[src/rtl/floor_sequencer.sv]
// Three-floor elevator sequencer: latches floor calls, drives travel and door dwell.
// Optional build macro REQ_CLEAR_ON_SOS_EN: sos_mode clears and suppresses latched calls.
module floor_sequencer #(
  parameter int unsigned DOOR_TIME = 20
) (
  input  logic       clk,
  input  logic       rst_n,
  input  logic       button1,
  input  logic       button2,
  input  logic       button3,
  input  logic       move_clk,
  input  logic       sos_mode,
  input  logic       weight_limit_exceeded,
  output logic       moving,
  output logic [1:0] current_floor,
  output logic       direction,
  output logic       door_open,
  output logic [2:0] pending
);

  localparam int unsigned CntW = (DOOR_TIME > 1) ? $clog2(DOOR_TIME) : 1;
  localparam logic [CntW-1:0] CntLast = CntW'(DOOR_TIME - 1);

  typedef enum logic [1:0] {StIdle, StMoving, StDoor} state_e;

  state_e          state_q, state_d;
  logic [1:0]      floor_q, floor_d;
  logic            dir_q, dir_d;
  logic [2:0]      pend_q, pend_d;
  logic [CntW-1:0] cnt_q, cnt_d;
  logic            mc_q;

  logic [2:0] buttons;
  logic [2:0] calls;
  logic [2:0] pend_view;
  logic [2:0] here;
  logic [2:0] above;
  logic [2:0] below;
  logic [2:0] served;
  logic [1:0] nxt_floor;
  logic [2:0] nxt_mask;
  logic       step;

  assign buttons = {button3, button2, button1};

`ifdef REQ_CLEAR_ON_SOS_EN
  // Emergency stop discards every call, latched or arriving.
  assign calls     = sos_mode ? 3'b000 : buttons;
  assign pend_view = sos_mode ? 3'b000 : pend_q;
`else
  assign calls     = buttons;
  assign pend_view = pend_q;
`endif

  assign step     = move_clk & ~mc_q;
  assign here     = 3'b001 << floor_q;
  assign nxt_mask = 3'b001 << nxt_floor;

  always_comb begin
    above = 3'b000;
    below = 3'b000;
    unique case (floor_q)
      2'd0:    begin above = 3'b110; below = 3'b000; end
      2'd1:    begin above = 3'b100; below = 3'b001; end
      2'd2:    begin above = 3'b000; below = 3'b011; end
      default: begin above = 3'b000; below = 3'b000; end
    endcase
  end

  // Saturating neighbour so an out-of-range floor can never be produced.
  always_comb begin
    if (dir_q) begin
      nxt_floor = (floor_q == 2'd2) ? 2'd2 : floor_q + 2'd1;
    end else begin
      nxt_floor = (floor_q == 2'd0) ? 2'd0 : floor_q - 2'd1;
    end
  end

  always_comb begin
    state_d = state_q;
    floor_d = floor_q;
    dir_d   = dir_q;
    cnt_d   = cnt_q;
    served  = 3'b000;

    unique case (state_q)
      StIdle: begin
        cnt_d = '0;
        if (((pend_view | calls) & here) != 3'b000) begin
          state_d = StDoor;
          served  = here;
        end else if ((pend_view != 3'b000) && !sos_mode && !weight_limit_exceeded) begin
          state_d = StMoving;
          // Keep heading only if something is still waiting that way.
          if (dir_q ? ((pend_view & above) == 3'b000) : ((pend_view & below) == 3'b000)) begin
            dir_d = ~dir_q;
          end
        end
      end

      StMoving: begin
        if (sos_mode) begin
          state_d = StIdle;
        end else if (step) begin
          floor_d = nxt_floor;
          if (((pend_view | calls) & nxt_mask) != 3'b000) begin
            state_d = StDoor;
            served  = nxt_mask;
            cnt_d   = '0;
          end
        end
      end

      StDoor: begin
        // A call for the open floor only extends the dwell; it is never latched.
        served = here;
        if (weight_limit_exceeded || ((buttons & here) != 3'b000)) begin
          cnt_d = '0;
        end else if (cnt_q == CntLast) begin
          cnt_d   = '0;
          state_d = StIdle;
        end else begin
          cnt_d = cnt_q + 1'b1;
        end
      end

      default: begin
        state_d = StIdle;
        cnt_d   = '0;
      end
    endcase

    pend_d = (pend_view | calls) & ~served;
  end

  always_ff @(posedge clk or negedge rst_n) begin
    if (!rst_n) begin
      state_q <= StIdle;
      floor_q <= 2'd0;
      dir_q   <= 1'b1;
      pend_q  <= 3'b000;
      cnt_q   <= '0;
      mc_q    <= 1'b0;
    end else begin
      state_q <= state_d;
      floor_q <= floor_d;
      dir_q   <= dir_d;
      pend_q  <= pend_d;
      cnt_q   <= cnt_d;
      mc_q    <= move_clk;
    end
  end

  assign moving        = (state_q == StMoving);
  assign door_open     = (state_q == StDoor);
  assign current_floor = floor_q;
  assign direction     = dir_q;
  assign pending       = pend_q;

endmodule

[config.mk]
export PLATFORM = sky130hd
export DESIGN_NAME = floor_sequencer
export DESIGN_NICKNAME = d
export VERILOG_FILES = /design/src/rtl/floor_sequencer.sv
export SDC_FILE = /design/constraint.sdc
export NUM_CORES = 1
export LEC_CHECK = 0
export BUFFER_PORTS_ARGS = -buffer_cell sky130_fd_sc_hd__buf_2
export CAP_MARGIN = 20
export CORE_MARGIN = 2
export CORE_UTILIZATION = 35
export CTS_CLUSTER_SIZE = 20
export DETAILED_ROUTE_END_ITERATION = 7
export HOLD_SLACK_MARGIN = 0.08
export PLACE_DENSITY = 0.64
export SYNTH_ARGS = -nofsm -noshare
export SYNTH_HDL_FRONTEND = slang
export SYNTH_SLANG_ARGS = --single-unit
[constraint.sdc]
create_clock -name clk -period 2 [get_ports clk]
set_clock_uncertainty 0.2 [all_clocks]
set_input_delay 0.1 -clock clk [delete_from_list [all_inputs] [get_ports clk]]
set_output_delay 0.1 -clock clk [all_outputs]
set_load 0.01 [all_outputs]
==> flow_metrics.tcl <==
set metrics [dict create \
    outcome "finished, final reports clean" \
    synth-seq-cells 14 \
    numPortBuffers 15 \
    place_ws_ns -0.0371 \
    synthFlopType "dfrtp_1" \
    cts_buffer_depth 2 \
    yosysMostFrequentCell "dfrtp_1" \
    cts.sinks 14 \
    cts_tree "yes" \
    clock_latency_ns 0.28 \
    firstDrtPassIters 4 \
    synth-edff-count 0 \
    cp.required_ns 2.02 \
    overflow 0 \
    start_util 0.378 \
    via_per_inst 5.41 \
    area_delta_synth_final_pct 41.1 \
    final_nets 146 \
    worst_pin_slew_ns 0.609 \
    clk_pin_slew_worst_paths_ns 0.09 \
    synth_commonest_cells "dfrtp_1, nor2_1, nand2_1, a21oi_1, inv_1" \
    synth_top_area_frac 0.381 \
    power.density_nw_per_um2 543 \
    gp_congestion 0.886 \
    cts_buffers 3 \
    routedWlPerCell_um 14.3 \
    setup_slack_ns 0.0371 \
    crit_path_end_kind "register" \
    synth_nets 108 \
    stdcell_count 159 \
    io-pin-count 16 \
    hold_slack_ns 0.109 \
    maxCapViolCount 0 \
    synth_cell_type_count 29 \
    fillCellCount 217 \
    fmax_mhz 509 \
    finalMaxSlewViolations 0 \
    h-tree-depth 1 \
    ant_nets 0 \
    grt_first_pass_wirelength_um 3550 \
    final_hold_viol_count 0 \
    layout-drive-gt1-share 0.366 \
    drtIter0Drc 12 \
    synth.largest_area_cell "dfrtp_1" \
    cp-start-kind "register" \
    die_area_um2 2850 \
    syn_inst 94 \
    cp.arrival_ns 1.99 \
    path_class "register to register" \
    p_leak_nw 0.534 \
    grt_max_degree 14 \
    crit_fanout 4 \
    row_count 17 \
    antenna_found_initial 0 \
    grt_pass1_vias 840 \
    min_period_ns 1.96 \
    setup_viol 0 \
    yosysWarnings 0 \
    ys_top_cells_by_area "dfrtp_1, ha_1, nor2_1" \
    vias 860 \
    die_x_um 53.4 \
    antennaDiodeCount 0 \
    cts_root_buf "clkbuf_4" \
    slew_headroom 0.593 \
    wirelength_um 2270 \
    core_um2 2250 \
    syn_area_um2 853 \
    syn_avg_cell_area_um2 9.08 \
    min_path_type "input pin to async pin" \
    dpl.hpwl_um 1560 \
    dp.cells 142 \
    yosysSeqAreaShare 0.412 \
    fin_crit_sh 0.981 \
    grt_setup_unrepaired "yes" \
    route.detailed.drc 0 \
    grt_usage 0.176 \
    vdd_drop_max_v 0.000400 \
    async_flop_share 1.00 \
    die_h_um 53.4 \
]
==> where the power goes <==
| part | internal [W] | total, W | switching, W |
|---|---|---|---|
| Sequential | 0.000309 | 0.000342 | 0.0000332 |
| Combinational | 0.0000707 | 0.000144 | 0.0000728 |
| Clock | 0.0000773 | 0.000168 | 0.0000906 |
==> final cells by class <==
class	instances	area (um^2)	area share
repair buffers	33	230	0.191
clock buffers	4	26.3	0.0218
inverters	7	26.3	0.0218
multi-input cells	73	532	0.442
flip-flops and latches	14	354	0.294
well taps	28	35.0	0.0291
==> cells in the final DEF (no fill, tap or decap), types with 3 or more instances in the layout <==
master,n
o21ai_0,6
a31oi_1,3
dfrtp_1,11
nand2_1,9
dlygate4sd3_1,8
nor3_1,4
buf_4,10
ha_1,4
nand3_1,4
a21oi_1,5
inv_1,6
buf_2,15
a221oi_1,3
clkbuf_4,3
nor2_1,11
==> sequential cells by signal (all words and copies together) (netlist names) <==
register	cells
mc_q	1
current_floor	2
cnt_q	5
direction	1
pending	3
state_q	2
==> critical path: stages, from the launching register on <==
cell and delay [ns]:
dfrtp_2 0.43, inv_2 0.11, ha_2 0.30, mux2_2 0.30
nor2_1 0.16, a21oi_2 0.09, a211o_1 0.26, nand3_1 0.06
==> what timing repair did <==
action                     CTS  global route
pin swaps                    0             8
buffers inserted             2             3
hold endpoints to repair    20             0
setup endpoints to repair    2             7
hold buffers                 8             0
resized for setup            1            11
==> per-layer routing <==
| metal | track usage | part of all wire | vias up |
|---|---|---|---|
| met5 | 0 | 0 | - |
| met4 | 0.0641 | 0.013 | 0 |
| met3 | 0.0508 | 0.040 | 2 |
| met2 | 0.278 | 0.49 | 20 |
| met1 | 0.226 | 0.46 | 417 |
| li1 | - | - | 421 |
==> per-stage QoR <==
step	TNS (ns)	util	power [W]	cell area, um^2
global placement	0	0.446	0.000450	1000
detailed placement	-0.0585	0.446	0.000453	1000
CTS	0	0.499	0.000639	1130
finish	0	0.534	0.000653	1200
global route	-0.368	0.534	0.000700	1200
floorplan	0	-	0.000405	857
==> path summary, 6_finish.rpt <==
kind | startpoint | endpoint | slack (ns) | cells after the start
min reg2reg | cnt_q[4]$_DFFE_PN0P_ | cnt_q[4]$_DFFE_PN0P_ | 0.29 | 1
min | rst_n | direction$_DFFE_PN1P_ | 0.11 | 2
max | current_floor[0]$_DFFE_PN0P_ | state_q[1]$_DFFE_PN0P_ | 0.04 | 7
min in group clk | cnt_q[4]$_DFFE_PN0P_ | cnt_q[4]$_DFFE_PN0P_ | 0.29 | 1
max reg2reg | current_floor[0]$_DFFE_PN0P_ | state_q[1]$_DFFE_PN0P_ | 0.04 | 7
max in group asynchronous | rst_n | current_floor[1]$_DFFE_PN0P_ | 0.43 | 3
==> cell families (layout without fill, tap and decap cells) <==
kind of cell,Yosys count,in the layout,share of synthesized area
buffers and inverters,7,44,0.0308
muxes,3,3,0.0411
adders and majority gates,6,6,0.0880
DFF,14,14,0.412
and+or+nand+nor,37,37,0.216
AOI/OAI and AO/OA,27,27,0.213
Power figures use the tool's default switching activity.
